[src/rtl/multiword_add_sequencer_pkg.sv]
// multiword_add_sequencer_pkg: shared slice width, FSM states and slice-count helper
package multiword_add_sequencer_pkg;
  localparam int SLICE_W = 16;
  typedef enum logic [1:0] {IDLE, RUN, DONE} state_t;
  function automatic int nslice(input int width);
    return width / SLICE_W;
  endfunction
endpackage

[src/rtl/conditional_sum_adder16_with_cin.sv]
// conditional_sum_adder16_with_cin: 16-bit adder, upper byte precomputed for both
// carry values and selected by the lower byte's carry out
module conditional_sum_adder16_with_cin
  import multiword_add_sequencer_pkg::*;
(
  input  logic [SLICE_W-1:0] a,
  input  logic [SLICE_W-1:0] b,
  input  logic               cin,
  output logic [SLICE_W-1:0] sum,
  output logic               cout
);
  localparam int H = SLICE_W / 2;
  logic [H:0] lo, hi0, hi1;
  assign lo  = {1'b0, a[H-1:0]} + {1'b0, b[H-1:0]} + (H+1)'(cin);
  assign hi0 = {1'b0, a[SLICE_W-1:H]} + {1'b0, b[SLICE_W-1:H]};
  assign hi1 = {1'b0, a[SLICE_W-1:H]} + {1'b0, b[SLICE_W-1:H]} + (H+1)'(1);
  assign sum  = {lo[H] ? hi1[H-1:0] : hi0[H-1:0], lo[H-1:0]};
  assign cout = lo[H] ? hi1[H] : hi0[H];
endmodule

[src/rtl/multiword_add_sequencer.sv]
// multiword_add_sequencer: WIDTH-bit add sequenced over one 16-bit slice adder, LSB slice first.
// Define MWADD_SUB_EN to add the op_sub port (a - b - cin, cout=1 means no borrow).
module multiword_add_sequencer
  import multiword_add_sequencer_pkg::*;
#(
  parameter int WIDTH = 64
) (
  input  logic             clk,
  input  logic             rst_n,
  input  logic             in_valid,
  output logic             in_ready,
  input  logic [WIDTH-1:0] a,
  input  logic [WIDTH-1:0] b,
  input  logic             cin,
`ifdef MWADD_SUB_EN
  input  logic             op_sub,
`endif
  output logic             out_valid,
  input  logic             out_ready,
  output logic [WIDTH-1:0] sum,
  output logic             cout,
  output logic             busy
);
  localparam int NSLICE = nslice(WIDTH);
  localparam int IW = NSLICE > 1 ? $clog2(NSLICE) : 1;
  state_t state_q, state_d;
  logic [WIDTH-1:0] a_q, a_d, b_q, b_d, sum_q, sum_d;
  logic [IW-1:0] idx_q, idx_d;
  logic carry_q, carry_d, cout_q, cout_d;
  logic sub, last, s_cout;
  logic [SLICE_W-1:0] s_sum;
`ifdef MWADD_SUB_EN
  assign sub = op_sub;
`else
  assign sub = 1'b0;
`endif
  assign last = idx_q == IW'(NSLICE - 1);
  conditional_sum_adder16_with_cin u_slice (
    .a   (a_q[idx_q*SLICE_W +: SLICE_W]),
    .b   (b_q[idx_q*SLICE_W +: SLICE_W]),
    .cin (carry_q),
    .sum (s_sum),
    .cout(s_cout)
  );
  always_comb begin
    state_d = state_q;
    a_d     = a_q;
    b_d     = b_q;
    sum_d   = sum_q;
    idx_d   = idx_q;
    carry_d = carry_q;
    cout_d  = cout_q;
    case (state_q)
      IDLE: if (in_valid) begin
        a_d     = a;
        b_d     = sub ? ~b : b;
        carry_d = cin ^ sub;
        idx_d   = '0;
        state_d = RUN;
      end
      RUN: begin
        sum_d[idx_q*SLICE_W +: SLICE_W] = s_sum;
        carry_d = s_cout;
        idx_d   = last ? '0 : idx_q + IW'(1);
        cout_d  = last ? s_cout : cout_q;
        state_d = last ? DONE : RUN;
      end
      DONE:    state_d = out_ready ? IDLE : DONE;
      default: state_d = IDLE;
    endcase
  end
  always_ff @(posedge clk or negedge rst_n) begin
    if (!rst_n) begin
      state_q <= IDLE;
      a_q     <= '0;
      b_q     <= '0;
      sum_q   <= '0;
      idx_q   <= '0;
      carry_q <= 1'b0;
      cout_q  <= 1'b0;
    end else begin
      state_q <= state_d;
      a_q     <= a_d;
      b_q     <= b_d;
      sum_q   <= sum_d;
      idx_q   <= idx_d;
      carry_q <= carry_d;
      cout_q  <= cout_d;
    end
  end
  assign in_ready  = state_q == IDLE;
  assign out_valid = state_q == DONE;
  assign busy      = state_q != IDLE;
  assign sum       = sum_q;
  assign cout      = cout_q;
endmodule

[config.mk]
export PLATFORM = sky130hd
export DESIGN_NAME = multiword_add_sequencer
export DESIGN_NICKNAME = d
export VERILOG_FILES = /design/src/rtl/multiword_add_sequencer_pkg.sv /design/src/rtl/conditional_sum_adder16_with_cin.sv /design/src/rtl/multiword_add_sequencer.sv
export SDC_FILE = /design/constraint.sdc
export NUM_CORES = 1
export LEC_CHECK = 0
export CAP_MARGIN = 20
export CORE_MARGIN = 2
export CORE_UTILIZATION = 52
export CTS_BUF_LIST = sky130_fd_sc_hd__clkbuf_4
export DETAILED_ROUTE_END_ITERATION = 12
export MAX_ROUTING_LAYER = met4
export PLACE_DENSITY = 0.82
export SETUP_SLACK_MARGIN = 0.05
export SKIP_CTS_REPAIR_TIMING = 1
export SYNTH_ARGS = -nofsm -noshare
export SYNTH_HDL_FRONTEND = slang
export SYNTH_SLANG_ARGS = --single-unit
[constraint.sdc]
create_clock -name clk -period 5.16 [get_ports clk]
set_input_delay 1.032 -clock clk [delete_from_list [all_inputs] [get_ports clk]]
set_output_delay 1.032 -clock clk [all_outputs]
set_load 0.005 [all_outputs]
==> metrics.md <==
| Metric | Value |
|---|---|
| Placeable Area | `16,700 µm²` |
| DRC violations left | `0` |
| Row cnt | `47` |
| Register area share after synthesis | `55.31%` |
| Post-route antenna net violation count | `0` |
| Slew of the pin with the lowest slew margin | `1022 ps` |
| Post-synth ARST share | `100.0%` |
| Fin crit period | `3892 ps` |
| Peak VDD IR | `0.7574 mV` |
| WP data required | `5660 ps` |
| Worst hold path endpoint | `b_q[35]$_DFFE_PN0P_` |
| Leakage power | `5.482 nW` |
| CP delay by family, top | `compound AO/OA/AOI/OAI gates` |
| Average size of a mapped cell | `9.909 µm²` |
| Setup WS post-layout | `1268 ps` |
| DP Worst Slack | `1285 ps` |
| Max-cap violations | `0` |
| Die Width | `135.2 µm` |
| Clock transition at path regs | `140 ps` |
| Routability cong. | `0.8824` |
| CTS Buffer Depth | `2` |
| WS Path Type | `reg2reg` |
| FMAX | `0.2569 GHz` |
| First-pass GRT wire length | `36,060 µm` |
| Detail Placement HPWL | `16,390 µm` |
| Yosys warns | `0` |
| Worst Hold Depth | `2` |
| Die ar. | `18,290 µm²` |
| Buffers on Ports | `200` |
| Net Count, Synth | `1,062` |
| GR Util All Layers | `26.41%` |
| Worst Min Path Start | `b_q[35]$_DFFE_PN0P_` |
| Crit-path max cell delay | `870 ps` |
| Slew Limit Fails | `0` |
| Distinct cells, synth | `45` |
| Initial drt markers | `463` |
| Top cell type's share of synthesized area | `55.31%` |
| CTS H-Tree Depth | `4` |
| Nets | `1,245` |
| TNS Setup | `0 ps` |
| Ports | `201` |
| Design area | `11,430 µm²` |
| R2R cell count | `9` |
| R2r setup slk | `1270 ps` |
| Reg-to-Reg End | `sum[31]$_DFFE_PN0P_` |
| Worst min path class | `reg2reg` |
| Final hold vios | `0` |
| Drt pass-1 iters | `5` |
| Max-slew headroom | `31.32%` |
| RSZ-0062 raised after global routing | `no` |
| Antenna violations before repair | `0` |
| CP Buf/Inv Count | `1` |
| Post-synth EDFFs | `0` |
| Syn Std Cell Area | `8957 µm²` |
| Final Setup Violations | `0` |
| Via/cell ratio | `5.361` |
| Number of global-route vias before repair | `7,137` |
| WL/cell | `16.66 µm` |
| Fraction of layout cells with a size suffix above 1 | `7.364%` |
| Period utilization | `75.43%` |
| Clk Latency, worst-skew pair | `570 ps` |
| CP Launch Type | `register` |
| Grt ovf | `0` |
| P per Cell Area | `666.7 nW/µm²` |
| Critical Path AT | `4400 ps` |
| Post-synth top area cell | `dfrtp_1` |
| Seq cells post-synth | `198` |
| Largest net degree at the start of global routing | `122` |
| Final Skew | `18.06 ps` |
| Antenna cell count | `0` |
| Die height | `135.2 µm` |
| RR Startpoint | `idx_q[0]$_DFFE_PN0P_` |
| Layout area overhead | `27.56%` |
| Via count | `7,077` |
| CTS tree | `yes` |
| Main area contributors after synthesis | `dfrtp_1 (55%), nand2_1 (18%), mux4_2 (8.0%), ha_1 (3.1%), a22o_1 (2.7%)` |
| Cells after Synth | `904` |
| Critical path cell sequence | `buf_4, mux4_2, fa_1, a211oi_2, o21a_2, o221ai_1, nand4b_1, xor2_1, a22o_1` |
| Critical-path top delay cell | `dfrtp_2` |
| Initial core utilization | `53.63%` |
| Dominant synthesized flop cell | `dfrtp_1` |
| CTS root buf | `clkbuf_4` |
| Cts bufs inserted | `17` |
| Clk sinks | `198` |
| Total power draw | `7.618 mW` |
| CP Max Fanout | `24` |
| Final design utilization | `68.41%` |
| DP Area | `11,140 µm²` |
| Crit. End Element | `register` |
| Final wirelength | `21,990 µm` |
| Status | `completed` |
-- worst max-delay path by stage --
stage | end | start | cells past startpoint
floorplan | carry_q$_DFFE_PN0P_ | idx_q[0]$_DFFE_PN0P_ | 11
global placement | carry_q$_DFFE_PN0P_ | idx_q[0]$_DFFE_PN0P_ | 9
global route | sum[31]$_DFFE_PN0P_ | idx_q[0]$_DFFE_PN0P_ | 9
CTS | sum[31]$_DFFE_PN0P_ | idx_q[0]$_DFFE_PN0P_ | 9
finish | sum[31]$_DFFE_PN0P_ | idx_q[0]$_DFFE_PN0P_ | 9
detailed placement | cout$_DFFE_PN0P_ | idx_q[0]$_DFFE_PN0P_ | 9
-- metrics by stage --
| step | hold WS (ps) | cells |
|---|---|---|
| 3_3_place_gp | 453.4 | 1288 |
| 3_5_place_dp | 456.8 | 1288 |
| 4_1_cts | 488.8 | 1320 |
| 5_1_grt | 512.9 | 1320 |
| 2_1_floorplan | 440.3 | 904 |
| 6_report | 485.1 | 1320 |
-- worst min-delay path, stage by stage, from the launching register on --
cell	delay (ps)
dfrtp_1	360
nand2_1	50
nand2_1	50
-- flip-flops by register name, indices dropped and copies added, names as in the netlist --
| signal | cells |
|---|---|
| sum | 64 |
| state_q | 2 |
| b_q | 64 |
| cout | 1 |
| a_q | 64 |
| carry_q | 1 |
| idx_q | 2 |
-- cells by family after synthesis --
logic type                 synth area share (%)
muxes                                     8.158
AOI/OAI and AO/OA                         7.725
DFF                                       55.31
buffers and inverters                     2.361
adders and majority gates                 3.744
and+or+nand+nor                           21.13
xor gates and xnor gates                  1.565
-- area by class of cell --
| cell class | instances | area [µm²] |
|---|---|---|
| Fill cell | 1303 | 5275 |
| Sequential cell | 198 | 4957 |
| Multi-Input combinational cell | 651 | 3801 |
| Timing Repair Buffer | 208 | 2066 |
| Tap cell | 220 | 275.3 |
| Clock inverter | 15 | 157.7 |
| Clock buffer | 17 | 127.6 |
| Inverter | 11 | 41.29 |
-- Yosys cell counts, types with 2 or more instances --
master      n
o31ai_1     7
nor2_1     12
and3_1      4
a21oi_1     8
a21o_1      4
clkbuf_1   39
fa_1        3
ha_1       22
mux4_2     32
o21ai_0    38
dfrtp_1   198
nand3_1     4
xnor2_1     7
xor2_1      9
a211oi_2    2
nor3_1      3
a22o_1     28
or3_1       4
nor4_1      2
buf_2       4
nand2_1   435
nand2b_1    5
inv_1      11
nand4_1     2
-- routing by layer --
layer,global-route usage (%),part of all wire (%),vias to the layer above,wire (µm)
met4,10.88,3.4,0,738
li1,-,-,3354,-
met3,4.639,5.0,52,1094
met2,41.12,48,253,10630
met5,-,0,-,0
met1,34.83,43,3418,9523
-- cells in the final DEF (no fill, tap or decap), types with 2 or more instances in the layout --
master           count
nand2_1            434
clkdlybuf4s50_1    199
dfrtp_1            196
o21ai_0             38
mux4_2              32
a22o_1              28
ha_1                22
clkbuf_4            17
nor2_1              12
inv_1               11
xor2_1               9
a21oi_1              8
buf_4                8
xnor2_1              7
o31ai_1              7
nand2b_1             5
clkinv_1             5
or3_1                4
a21o_1               4
nand3_1              4
and3_1               4
nor3_1               3
fa_1                 3
clkinv_2             3
bufinv_16            3
a211oi_2             2
nand4_1              2
nor4_1               2
inv_6                2
dfrtp_2              2
-- where the power goes --
| group | internal, mW | switching (mW) |
|---|---|---|
| sequential | 2.15 | 0.425 |
| combinational | 1.75 | 2.45 |
| clock | 0.329 | 0.506 |
No activity file was read; power rests on OpenSTA's default activity.
